$ cat config.mk
export PLATFORM = sky130hd
export DESIGN_NAME = scr1_pipe_dbga_mh
export DESIGN_NICKNAME = d
export VERILOG_FILES = /design/src/rtl/scr1_dbga_mh_pkg.sv /design/src/rtl/scr1_pipe_dbga_hart.sv /design/src/rtl/scr1_pipe_dbga_mh.sv
export SDC_FILE = /design/constraint.sdc
export NUM_CORES = 1
export LEC_CHECK = 0
export ABC_AREA = 1
export ABC_CLOCK_PERIOD_IN_PS = 1600
export BUFFER_PORTS_ARGS = -buffer_cell sky130_fd_sc_hd__buf_2
export CORE_UTILIZATION = 49
export CTS_CLUSTER_SIZE = 16
export DETAILED_ROUTE_END_ITERATION = 6
export PLACE_DENSITY = 0.83
export RECOVER_POWER = 50
export SYNTH_ARGS = -nofsm -noshare
export SYNTH_HDL_FRONTEND = slang
export SYNTH_SLANG_ARGS = --single-unit
$ cat constraint.sdc
create_clock -name clk -period 1.6 [get_ports clk]
set_input_delay 0.32 -clock clk [delete_from_list [all_inputs] [get_ports clk]]
set_output_delay 0.32 -clock clk [all_outputs]
set_load 0.01 [all_outputs]
$ cat src/rtl/scr1_dbga_mh_pkg.sv
// Multi-hart debug agent: shared types and the halt-cause priority helper.
package scr1_dbga_mh_pkg;

   typedef enum logic [2:0] {
      DBGA_CAUSE_NONE  = 3'd0,
      DBGA_CAUSE_ENF   = 3'd1,
      DBGA_CAUSE_RST   = 3'd2,
      DBGA_CAUSE_BRK   = 3'd3,
      DBGA_CAUSE_SSTEP = 3'd4,
      DBGA_CAUSE_GRP   = 3'd5
   } type_scr1_dbga_cause_e;

   typedef enum logic [1:0] {
      HART_RUN,
      HART_PEND,
      HART_HALTED
   } type_scr1_dbga_hstate_e;

   typedef enum logic [2:0] {
      CMD_IDLE,
      CMD_HALT,
      CMD_RGO,
      CMD_NACK,
      CMD_WAIT
   } type_scr1_dbga_cmd_e;

   function automatic type_scr1_dbga_cause_e dbga_cause_prio(
      input logic rst,
      input logic brk,
      input logic sstep,
      input logic enf,
      input logic grp
   );
      if (rst)        return DBGA_CAUSE_RST;
      else if (brk)   return DBGA_CAUSE_BRK;
      else if (sstep) return DBGA_CAUSE_SSTEP;
      else if (enf)   return DBGA_CAUSE_ENF;
      else if (grp)   return DBGA_CAUSE_GRP;
      else            return DBGA_CAUSE_NONE;
   endfunction

endpackage

$ cat src/rtl/scr1_pipe_dbga_hart.sv
// One hart channel: run/pend/halted FSM, halt-wait timeout and cause latch.
module scr1_pipe_dbga_hart
   import scr1_dbga_mh_pkg::*;
#(
   parameter int TIMEOUT = 64
) (
   input  logic       clk,
   input  logic       rst_n,
   input  logic       en,
   input  logic       halt_req,
   input  logic       grp_req,
   input  logic       run_req,
   input  logic       own_rst,
   input  logic       own_brk,
   input  logic       own_sstep,
   input  logic       busy,
   output logic       halted,
   output logic       run2halt,
   output logic       halt2run,
   output logic       no_commit,
   output logic       timeout,
   output logic [2:0] cause
);

   localparam int TO_W = $clog2(TIMEOUT);

   type_scr1_dbga_hstate_e st, st_nx;
   type_scr1_dbga_cause_e  pc, pc_nx, sel, cause_q;
   logic [TO_W-1:0]        cnt, cnt_nx;
   logic                   to_nx;
   logic                   own_any;
   logic                   cnt0;

   assign own_any  = own_rst | own_brk | own_sstep;
   assign cnt0     = (cnt == '0);
   // Kept apart from the next-state block: the group fan-out feeds back on it
   assign run2halt = en & (((st == HART_RUN) & own_any & ~busy)
                   | ((st == HART_PEND) & (~busy | cnt0)));
   assign halt2run = en & (st == HART_HALTED) & run_req;
   assign halted   = (st == HART_HALTED);
   assign cause    = cause_q;

   always_comb begin
      sel = dbga_cause_prio(own_rst, own_brk, own_sstep,
               halt_req | ((st == HART_PEND) & (pc == DBGA_CAUSE_ENF)),
               grp_req  | ((st == HART_PEND) & (pc == DBGA_CAUSE_GRP)));
   end

   assign no_commit = run2halt & (sel == DBGA_CAUSE_BRK);

   always_comb begin
      st_nx  = st;
      pc_nx  = pc;
      cnt_nx = cnt;
      to_nx  = timeout;
      if (en) begin
         unique case (st)
            HART_RUN: begin
               if (run2halt) begin
                  st_nx = HART_HALTED;
               end else if (halt_req | grp_req) begin
                  st_nx = HART_PEND;
                  pc_nx = halt_req ? DBGA_CAUSE_ENF : DBGA_CAUSE_GRP;
               end
            end
            HART_PEND: begin
               if (run2halt) begin
                  st_nx = HART_HALTED;
                  to_nx = busy;
               end else begin
                  cnt_nx = cnt - TO_W'(1);
               end
               if (halt_req) pc_nx = DBGA_CAUSE_ENF;
            end
            HART_HALTED: begin
               if (run_req) begin
                  st_nx  = HART_RUN;
                  cnt_nx = TO_W'(TIMEOUT - 1);
                  to_nx  = 1'b0;
               end
            end
            default: st_nx = HART_RUN;
         endcase
      end
   end

   always_ff @(posedge clk or negedge rst_n) begin
      if (!rst_n) begin
         st      <= HART_RUN;
         pc      <= DBGA_CAUSE_NONE;
         cnt     <= TO_W'(TIMEOUT - 1);
         timeout <= 1'b0;
         cause_q <= DBGA_CAUSE_NONE;
      end else begin
         st      <= st_nx;
         pc      <= pc_nx;
         cnt     <= cnt_nx;
         timeout <= to_nx;
         if (run2halt) cause_q <= sel;
      end
   end

endmodule

$ cat src/rtl/scr1_pipe_dbga_mh.sv
// Multi-hart debug agent: DBGC command sequencing and halt-group fan-out.
module scr1_pipe_dbga_mh
   import scr1_dbga_mh_pkg::*;
#(
   parameter int N_HARTS = 2,
   parameter int TIMEOUT = 64
) (
   input  logic                 clk,
   input  logic                 rst_n,
   input  logic                 clk_pipe_en,
   input  logic                 cmd_req,
   input  logic                 cmd_halt,
   input  logic [N_HARTS-1:0]   cmd_mask,
   output logic                 cmd_ack,
   output logic                 cmd_nack,
   input  logic [N_HARTS-1:0]   grp_en,
   input  logic [N_HARTS-1:0]   dmode_rst_en,
   input  logic [N_HARTS-1:0]   dmode_sstep_en,
   input  logic [N_HARTS-1:0]   dmode_brk_en,
   input  logic [N_HARTS-1:0]   exu_busy,
   input  logic [N_HARTS-1:0]   instret,
   input  logic [N_HARTS-1:0]   brkpt,
   input  logic [N_HARTS-1:0]   exu_init_pc,
   output logic [N_HARTS-1:0]   exu_no_commit,
   output logic [N_HARTS-1:0]   halted,
   output logic [N_HARTS-1:0]   run2halt,
   output logic [N_HARTS-1:0]   halt2run,
   output logic [N_HARTS-1:0]   run_start,
   output logic [N_HARTS-1:0]   timeout,
   output logic [3*N_HARTS-1:0] cause
);

   type_scr1_dbga_cmd_e cs, cs_nx;
   logic [N_HARTS-1:0]  mask_q;
   logic [N_HARTS-1:0]  rs_q;
   logic [N_HARTS-1:0]  own_rst, own_brk, own_sstep;
   logic [N_HARTS-1:0]  grp_src, grp_req;
   logic [N_HARTS-1:0]  halt_req, run_req;
   logic                all_h, q_all_h, q_to;

   assign own_rst   = dmode_rst_en & exu_init_pc;
   assign own_brk   = dmode_brk_en & brkpt;
   assign own_sstep = dmode_sstep_en & instret;
   assign grp_src   = run2halt & (own_rst | own_brk | own_sstep) & grp_en;

   assign all_h   = ((cmd_mask & ~halted) == '0);
   assign q_all_h = ((mask_q & ~halted) == '0);
   assign q_to    = |(mask_q & timeout);

   for (genvar i = 0; i < N_HARTS; i++) begin : g_hart
      assign grp_req[i] = grp_en[i] & |(grp_src & ~(N_HARTS'(1) << i));

      scr1_pipe_dbga_hart #(
         .TIMEOUT (TIMEOUT)
      ) u_hart (
         .clk       (clk),
         .rst_n     (rst_n),
         .en        (clk_pipe_en),
         .halt_req  (halt_req[i]),
         .grp_req   (grp_req[i]),
         .run_req   (run_req[i]),
         .own_rst   (own_rst[i]),
         .own_brk   (own_brk[i]),
         .own_sstep (own_sstep[i]),
         .busy      (exu_busy[i]),
         .halted    (halted[i]),
         .run2halt  (run2halt[i]),
         .halt2run  (halt2run[i]),
         .no_commit (exu_no_commit[i]),
         .timeout   (timeout[i]),
         .cause     (cause[3*i +: 3])
      );
   end

   always_comb begin
      cs_nx    = cs;
      cmd_ack  = 1'b0;
      cmd_nack = 1'b0;
      halt_req = '0;
      run_req  = '0;
      if (clk_pipe_en) begin
         unique case (cs)
            CMD_IDLE: begin
               if (cmd_req) begin
                  if (cmd_mask == '0) begin
                     cs_nx = CMD_NACK;
                  end else if (cmd_halt) begin
                     // Halting only already-halted harts is rejected
                     if (all_h) begin
                        cs_nx = CMD_NACK;
                     end else begin
                        cs_nx    = CMD_HALT;
                        halt_req = cmd_mask;
                     end
                  end else begin
                     cs_nx = all_h ? CMD_RGO : CMD_NACK;
                  end
               end
            end
            CMD_HALT: begin
               if (!cmd_req) begin
                  cs_nx = CMD_IDLE;
               end else if (q_all_h) begin
                  cmd_ack  = ~q_to;
                  cmd_nack = q_to;
                  cs_nx    = CMD_WAIT;
               end
            end
            CMD_RGO: begin
               cmd_ack = 1'b1;
               run_req = mask_q;
               cs_nx   = cmd_req ? CMD_WAIT : CMD_IDLE;
            end
            CMD_NACK: begin
               cmd_nack = 1'b1;
               cs_nx    = cmd_req ? CMD_WAIT : CMD_IDLE;
            end
            CMD_WAIT: begin
               if (!cmd_req) cs_nx = CMD_IDLE;
            end
            default: cs_nx = CMD_IDLE;
         endcase
      end
   end

   assign run_start = rs_q & {N_HARTS{clk_pipe_en}};

   always_ff @(posedge clk or negedge rst_n) begin
      if (!rst_n) begin
         cs     <= CMD_IDLE;
         mask_q <= '0;
         rs_q   <= '0;
      end else begin
         cs <= cs_nx;
         if (clk_pipe_en) begin
            rs_q <= halt2run;
            if ((cs == CMD_IDLE) && cmd_req) mask_q <= cmd_mask;
         end
      end
   end

endmodule

; ---- Word-level counts from Yosys, hierarchy flattened
; Cells that the tools add are included.
[word_totals]
register_bits = 37
latch_bits = 0
mem_bits_rw = 0
mem_bits_ro = 0
out_inout_bits = 20
word_cells = 188
n_memories = 0
[classes]
add_sub_neg = 2
mul = 0
div = 0
magnitude_cmp = 0
n_eq_ne = 31
n_shift = 0
n_mux = 68
bitwise_logic = 49
reduce_logical = 25
[ops]
columns = cell, count
row1 = $mux W3, 25
row2 = $mux W2, 17
row3 = $reduce_and A4 Y1, 7
row4 = $mux W6, 4
row5 = $ne A2 B2 Y1 const B, 12
row6 = $pmux W6 S2, 2
row7 = $and A1 B1 Y1, 20
row8 = $and A2 B2 Y2, 9
row9 = $or A1 B1 Y1, 14
row10 = $eq A3 B2 Y1 const B, 4
row11 = $logic_not A6 Y1, 2
row12 = $pmux W2 S3, 2
row13 = $pmux W3 S2, 2
row14 = $pmux W3 S4, 1
row15 = $sub A6 B1 Y6 const B, 2
row16 = $mux W1, 11
row17 = $logic_not A2 Y1, 5
row18 = $reduce_and A5 Y1, 2
row19 = $eq A3 B1 Y1 const B, 3
row20 = $eq A3 B3 Y1 const B, 3
row21 = $pmux W1 S2, 4
row22 = $reduce_bool A2 Y1, 4
row23 = $ne A3 B2 Y1 const B, 2
row24 = $eq A2 B1 Y1 const B, 2
row25 = 10 further kinds, 16

; ---- Logic depth before layout (Yosys ltp)
; Gate-level depths: netlist of the first run.
[depth]
depth_word = 18
ltp_mapped = 13
mapped_depth_nobuf = 12

; ---- By module
; A second synthesis of the first run with hierarchy kept.
[unflattened]
hier_cells = 367
hier_area_um2 = 2588.7
[by_module_without_submodules]
columns = module, n_inst, cells_each, area_each_um2, seq_area_each_um2
row1 = scr1_pipe_dbga_hart, 2, 131, 977.2, 357.8
row2 = scr1_pipe_dbga_mh, 1, 105, 634.4, 175.2

; ---- Worst setup path before layout of the first run
; OpenSTA, ideal clock, no wires.
[synth_timing]
kind = reg2out
from = reg g_hart[0].u_hart.cnt[0]
to = out exu_no_commit[0]
t_arrival_ns = 1.385
t_required_ns = 1.280
slack_ns = -0.105
stages_incl_launch_ff = 12
cell_sequence = dfstp_2 > inv_1 > ha_1 > nand2_1 > nor2_2 > nand2_1 > nand2_1 > nand3_2 > inv_1 > nand2_1 > inv_1 > buf_4
[synth_via]
elab_chain_len = 6
[synth_rtl]
columns = item, line_no
row1 = from (decl), scr1_pipe_dbga_hart.sv:29  ; logic [TO_W-1:0] cnt, cnt_nx;
row2 = from (signal assigned), scr1_pipe_dbga_hart.sv:91  ; cnt <= TO_W'(TIMEOUT - 1);
row3 = from (signal assigned), scr1_pipe_dbga_hart.sv:97  ; cnt <= cnt_nx;
row4 = $logic_not A6 Y1, scr1_pipe_dbga_hart.sv:35  ; assign cnt0 = (cnt == '0);
row5 = $or A1 B1 Y1, scr1_pipe_dbga_hart.sv:38  ; | ((st == HART_PEND) & (~busy | cnt0)));
row6 = $and A1 B1 Y1, scr1_pipe_dbga_hart.sv:38
row7 = $or A1 B1 Y1, scr1_pipe_dbga_hart.sv:38
row8 = $and A1 B1 Y1, scr1_pipe_dbga_hart.sv:37  ; assign run2halt = en & (((st == HART_RUN) & own_any & ~busy)
row9 = via g_hart[0].u_hart.run2halt, scr1_pipe_dbga_hart.sv:18  ; output logic run2halt,
row10 = $and A1 B1 Y1, scr1_pipe_dbga_hart.sv:49  ; assign no_commit = run2halt & (sel == DBGA_CAUSE_BRK);
row11 = to (decl), scr1_pipe_dbga_mh.sv:24  ; output logic [N_HARTS-1:0] exu_no_commit,
; The timed path passes the listed nets, and every way through them passes these cells.

; ---- Final worst setup path of the first run
[layout_timing]
from = reg g_hart[0].u_hart.cnt[0]
to = reg g_hart[0].u_hart.st[0]
[layout_via]
elab_chain_len = 7
word_cells_on_any_way = 10
classes_between = eq/ne (2) / mux (2) / bitwise (4) / reduce/logical (2)
[layout_rtl]
columns = item, line_no
row1 = $logic_not A6 Y1 (*), scr1_pipe_dbga_hart.sv:35
row2 = $or A1 B1 Y1 (*), scr1_pipe_dbga_hart.sv:38
row3 = $and A1 B1 Y1 (*), scr1_pipe_dbga_hart.sv:38
row4 = $or A1 B1 Y1 (*), scr1_pipe_dbga_hart.sv:38
row5 = $and A1 B1 Y1 (*), scr1_pipe_dbga_hart.sv:37
row6 = "$ne A3 B2 Y1 (no source line), or another cell as far along", n/a
row7 = $reduce_and A4 Y1 (no source line) or $pmux W2 S3 (tied branches), n/a
row8 = to (signal assigned), scr1_pipe_dbga_hart.sv:95  ; st <= st_nx;
row9 = to (decl), scr1_pipe_dbga_hart.sv:27  ; type_scr1_dbga_hstate_e st, st_nx;
; Every way passes the cells marked *; elsewhere a longest branch is shown, timed or not.
; A chain may end at the register's enable or synchronous reset.

==> flow_summary.json, run 1 <==
{
  "status": "finished with violations",
  "violations": "negative setup slack",
  "async_flop_share_pct": 100,
  "place_hpwl_um": 4070,
  "grt_usage_pct": 26.3,
  "path_cells": "inv_2, ha_4, nand2_4, nor2_4, nand2_1, nand2_2, nand3_4, buf_4, buf_6, buf_6, buf_6, a21oi_2, nand2_2, nand2_1, nand2_1",
  "yosys.area_share.simple_pct": 39.7,
  "synth-seq-area-share_pct": 36.7,
  "slew-limit-headroom_pct": 40.2,
  "htree_levels": 2,
  "cp_data_arrival_time_ps": 2160,
  "layout_commonest_cell": "nand2_1",
  "clkTransAtPathRegs_ps": 80,
  "hold_buffers": 0,
  "yosys_most_used_dff": "dfrtp_1",
  "finalPower_uw": 6950,
  "cp_slowest_stage_delay_ps": 380,
  "fill_cells": 321,
  "grt_max_degree": 36,
  "drc": 0,
  "fin_ws_ps": -381,
  "cts.sinks": 35,
  "layout-drive-gt1-share_pct": 53.4,
  "synth_top_family_by_area": "simple AND/OR/NAND/NOR gates",
  "fin_crit_sh_pct": 124,
  "rsz0062_at_grt": "true",
  "grt_overflow": 0,
  "syn_inst": 342,
  "numCtsBuffers": 5,
  "leakagePower_uw": 0.00189,
  "fmax_mhz": 505,
  "die_area_sq_mm": 0.00524,
  "die_y_um": 72.4,
  "wl_per_cell_um": 15.0,
  "slowest_stage": "dfstp_2",
  "ios": 43,
  "rows": 25,
  "fin_crit_ps": 1980,
  "syn_avg_cell_area_sq_um": 7.10,
  "synthAdderAreaFrac_pct": 1.03,
  "cp_top_family": "simple AND/OR/NAND/NOR gates",
  "clock_latency_ps": 300,
  "mappedNetlistArea_sq_mm": 0.00243,
  "tightestPinTransition_ps": 897,
  "vias": 2708,
  "fp.dieW_um": 72.4,
  "synth.distinct_cells": 30,
  "worstPathRequired_ps": 1780,
  "cap_violations": 0,
  "cts_tree": "built",
  "grt_pass1_wl_um": 10600,
  "nNetsFinal": 464,
  "final_cells": 507,
  "synth_top_cell_by_area": "dfrtp_1",
  "area_growth_pct": 46.6,
  "drv_slew": 0,
  "cp-start-kind": "register",
  "ys_top_cells_by_area": "dfrtp_1 (24%), nand2_1 (16%), dfstp_2 (13%)",
  "synthMuxAreaShare_pct": 0,
  "clockRootBuffer": "clkbuf_8",
  "dr.pass1.iters": 6,
  "synth_enable_flop_cells": 0,
  "peakVddDrop_v": 0.00103,
  "yosysTopAreaCellShare_pct": 23.7,
  "dr.first_iter.drc_count": 246,
  "setup_viol": 35,
  "ys_ff_latch": 35,
  "powerDensity_mw_per_mm2": 1950,
  "critical_path_class": "reg2reg",
  "antenna_found_initial": 0,
  "crit_fanout": 8,
  "yosysWarnings": 0,
  "core_area_sq_mm": 0.00475,
  "layout_common_cells": "nand2_1 (80), buf_4 (50), buf_2 (37), inv_1 (33), nor2_1 (29)",
  "hold_class": "in2async",
  "finalHoldViolations": 0,
  "place.gp.congestion": 0.894,
  "synth_compound_area_share_pct": 9.89,
  "clock_path_buffers": 2,
  "grt_pass1_vias": 2419,
  "viasPerCell": 5.34,
  "syn_nets": 367,
  "drtAntennaViolNets": 0,
  "end_kind": "register",
  "synth_xor_area_share_pct": 0,
  "fin_skew_ps": 10.2,
  "place_inst": 460,
  "portBuffers": 42,
  "antenna_cells": 0,
  "drt_wl_total_um": 7630,
  "start_util_pct": 51.1,
  "path_buf_inv": 5
}
synth_stat cells, types with 2 or more instances:
cell type and number:
dfrtp_1 23, or2_2 6, inv_1 40, o21ai_1 5, nor2_4 2, nand3b_1 2, a21oi_1 3, nand2_2 10
inv_2 11, buf_4 12, nand4_1 6, nand2_1 101, o22ai_1 3, o21ai_2 12, nand3_2 2, nor2_1 36
o21ai_0 5, ha_1 2, nand2_4 6, dfstp_2 12, nor3_1 5, nand3_1 25, nor2_2 6
stage by stage:
stage                     setup TNS [ps]  area [sq um]  hold slack (ps)  setup WS (ps)  utilization, %
final                              -7170          3560              219           -381            74.9
after global routing               -9100          3560              296           -417            74.9
after CTS                          -2470          3230             73.3           -333            67.8
after detailed placement            -867          2790              386          -86.8            58.8
after global placement              -135          2790              385          -44.4            58.8
after floorplan                    -17.8          2440             24.4          -17.8               -
cells by family after synthesis:
group                    count (synthesis)
AND/OR/NAND/NOR                        207
buffers and inverters                   65
flip-flops                              35
AO/OA/AOI/OAI                           33
adder cells (fa/ha/maj)                  2
final cells by class:
class	instances	area, sq um	area share, %
sequential	35	895	25.1
multi-input combinational	244	1580	44.4
inverter	51	196	5.52
clock buffer	8	80.1	2.25
timing repair buffer	102	723	20.3
tap	67	83.8	2.35
path summary, 6_finish.rpt:
kind / end / from / slack, ps / cells past startpoint
min in group clk: g_hart[0].u_hart.timeout / exu_busy[0] / 330 / 3
hold / removal: g_hart[0].u_hart.cause[2] / rst_n / 220 / 2
hold reg to reg: g_hart[1].u_hart.pc[0] / g_hart[1].u_hart.pc[0] / 480 / 2
setup / recovery: g_hart[0].u_hart.st[0] / g_hart[0].u_hart.cnt[0] / -380 / 15
setup reg to reg: g_hart[0].u_hart.st[0] / g_hart[0].u_hart.cnt[0] / -380 / 15
max in group asynchronous: g_hart[0].u_hart.st[1] / rst_n / 760 / 2
registers in the layout (all words and copies together) (netlist names):
register and flops:
cs 3, g_hart.u_hart.cause 6, g_hart.u_hart.cnt 12, g_hart.u_hart.pc 4, g_hart.u_hart.st 4, g_hart.u_hart.timeout 2, mask_q 2, rs_q 2
repair_timing:
action	4_1_cts	5_1_grt
resized for setup	42	50
cloned	2	0
endpoints found under the setup margin	30	37
pin swaps	22	40
buffers inserted	21	19
report_power, final:
group	switching (uW)	total [uW]	internal, uW
sequential	418	1830	1410
clock	334	643	310
combinational	2550	4480	1930
per-layer routing:
layer / vias up / track usage [%] / wire length (um)
met1: 1265 / 32.9 / 3040
li1: 1255 / - / -
met4: 0 / 8.71 / 357
met5: - / 0 / 0
met3: 47 / 5.83 / 511
met2: 141 / 44.9 / 3720
Note: power is estimated with default switching activity, not from simulation.
==> run 2, diff against run 1 <==
--- a/config.mk
+++ b/config.mk
@@ -13,6 +13,7 @@
 export DETAILED_ROUTE_END_ITERATION = 6
 export PLACE_DENSITY = 0.83
 export RECOVER_POWER = 50
+export SETUP_SLACK_MARGIN = 0.15
 export SYNTH_ARGS = -nofsm -noshare
 export SYNTH_HDL_FRONTEND = slang
 export SYNTH_SLANG_ARGS = --single-unit
==> run 2 against run 1 <==
The flow still finishes with violations (negative setup slack). Core utilization increased by 3.4 points. Global-route usage increased by 2.5 points. Combinational power rose by 8.9%. Critical path depth down 4. Sequential share of layout area shrank 1.2 points. Die area is the same. Clock power is 14% higher. Power is 6.4% higher. Sequential cell count unchanged. Highest routed layer unchanged.
==> flow_summary.json, run 2 (synthesis gave the netlist of run 1 again) <==
{
  "status": "finished with violations",
  "violations": "negative setup slack",
  "antenna_cells": 0,
  "hold_class": "in2reg",
  "fin_skew_ps": 11.1,
  "crit_fanout": 3,
  "drc": 0,
  "nNetsFinal": 472,
  "wl_per_cell_um": 16.9,
  "multi_input_area_sq_mm": 0.00161,
  "cp_data_arrival_time_ps": 1720,
  "fin_crit_sh_pct": 127,
  "portBuffers": 42,
  "die_y_um": 72.4,
  "final_cells": 515,
  "cp_top_family": "flip-flops",
  "drtAntennaViolNets": 0,
  "path_buf_inv": 4,
  "place.gp.congestion": 0.818,
  "ios": 43,
  "regArea_sq_um": 892,
  "cts.sinks": 35,
  "fin_ws_ps": -438,
  "grt_pass1_vias": 2573,
  "rsz0062_at_grt": "true",
  "grt_pass1_wl_um": 11500,
  "tightestPinTransition_ps": 1010,
  "place_hpwl_um": 4330,
  "slew-limit-headroom_pct": 33.0,
  "cts_tree": "built",
  "leakagePower_uw": 0.00197,
  "place_inst": 459,
  "htree_levels": 2,
  "clock_path_buffers": 2,
  "layout_common_cells": "nand2_1 (79), buf_4 (52), buf_2 (34), inv_1 (31), nand2_2 (26)",
  "cap_violations": 0,
  "drt_wl_total_um": 8700,
  "fmax_mhz": 491,
  "clock_latency_ps": 300,
  "grt_overflow": 0,
  "dr.first_iter.drc_count": 222,
  "cp_slowest_stage_delay_ps": 540,
  "vias": 2846,
  "drv_slew": 0,
  "top_register": "g_hart.u_hart.cnt",
  "finalHoldViolations": 0,
  "worstPathRequired_ps": 1280,
  "critical_path_class": "reg2out",
  "largest_reg_flops": 12,
  "end_kind": "primary output",
  "clockRootBuffer": "clkbuf_8",
  "antenna_found_initial": 0,
  "rows": 25,
  "numCtsBuffers": 5,
  "fill_cells": 290,
  "fp.dieW_um": 72.4,
  "die_area_sq_mm": 0.00524,
  "finish.instance_area_sq_mm": 0.00372,
  "grt_usage_pct": 28.8,
  "layout_commonest_cell": "nand2_1",
  "cp-start-kind": "register",
  "clkTransAtPathRegs_ps": 80,
  "layout-drive-gt1-share_pct": 56.3,
  "core_area_sq_mm": 0.00475,
  "path_cells": "inv_2, ha_4, nand2_4, nor2_4, nand2_2, nand2_2, nand3_2, inv_2, nand2_2, inv_2, buf_6",
  "dr.pass1.iters": 4,
  "grt_max_degree": 20,
  "start_util_pct": 51.1,
  "area_growth_pct": 53.3,
  "fin_crit_ps": 2040,
  "powerDensity_mw_per_mm2": 1990,
  "peakVddDrop_v": 0.00121,
  "slowest_stage": "dfstp_2",
  "finalCoreUtilization_pct": 78.3,
  "viasPerCell": 5.53,
  "place_area_sq_mm": 0.00284,
  "setup_viol": 35
}
run 2: where the power goes:
group          switching [uW]  leakage (uW)  internal, uW  total, uW
Sequential                376      0.000405          1400       1780
Clock                     341     0.0000515           393        735
Combinational            2770       0.00151          2120       4880
Total                    3480       0.00197          3920       7400
run 2: worst min-delay path, cell delays in order:
cell      delay [ps]
buf_2             70
nand2_1           70
nand3b_1          90
nand2_1           50
run 2: final timing paths:
path | start | end | slack (ps) | depth (start not counted)
setup / recovery | g_hart[0].u_hart.cnt[0] | exu_no_commit[0] | -440 | 11
setup reg to reg | g_hart[0].u_hart.cnt[0] | g_hart[1].u_hart.st[0] | -370 | 14
max in group asynchronous | rst_n | g_hart[0].u_hart.cnt[1] | 100 | 3
hold reg to reg | g_hart[0].u_hart.cause[2] | g_hart[0].u_hart.cause[2] | 470 | 2
hold / removal | instret[1] | g_hart[1].u_hart.cause[0] | 330 | 4
min in group asynchronous | rst_n | g_hart[1].u_hart.cause[0] | 700 | 2
run 2: layout make-up:
type	count	share of cell area [%]
multi-input combinational	244	43.3
sequential	35	24.0
inverter	51	5.28
timing repair buffer	110	22.5
tap	67	2.25
clock buffer	8	2.69
run 2: per-layer routing:
| metal | routed length [um] | global-route usage (%) | vias to the layer above |
|---|---|---|---|
| met5 | 0 | 0 | - |
| met4 | 464 | 13.5 | 0 |
| met3 | 677 | 5.14 | 47 |
| met2 | 4400 | 51.1 | 185 |
| met1 | 3160 | 33.6 | 1346 |
| li1 | - | - | 1268 |
run 2: what timing repair did:
| action | in CTS | in global routing |
|---|---|---|
| gates cloned | 2 | 0 |
| gates resized for setup | 52 | 48 |
| endpoints found under the hold margin | 10 | 0 |
| buffers inserted | 29 | 16 |
| hold buffers | 1 | 0 |
| setup endpoints to repair | 36 | 43 |
| pin swaps | 27 | 37 |
run 2: per-stage QoR:
stage	worst slack (ps)	power (uW)	hold WS (ps)	setup TNS (ps)
floorplan	29.0	4030	24.4	0
global placement	-5.12	4680	281	-7.97
detailed placement	-60.7	4830	288	-310
CTS	-301	6440	305	-2270
global route	-487	7760	349	-10390
finish	-438	7400	335	-8070
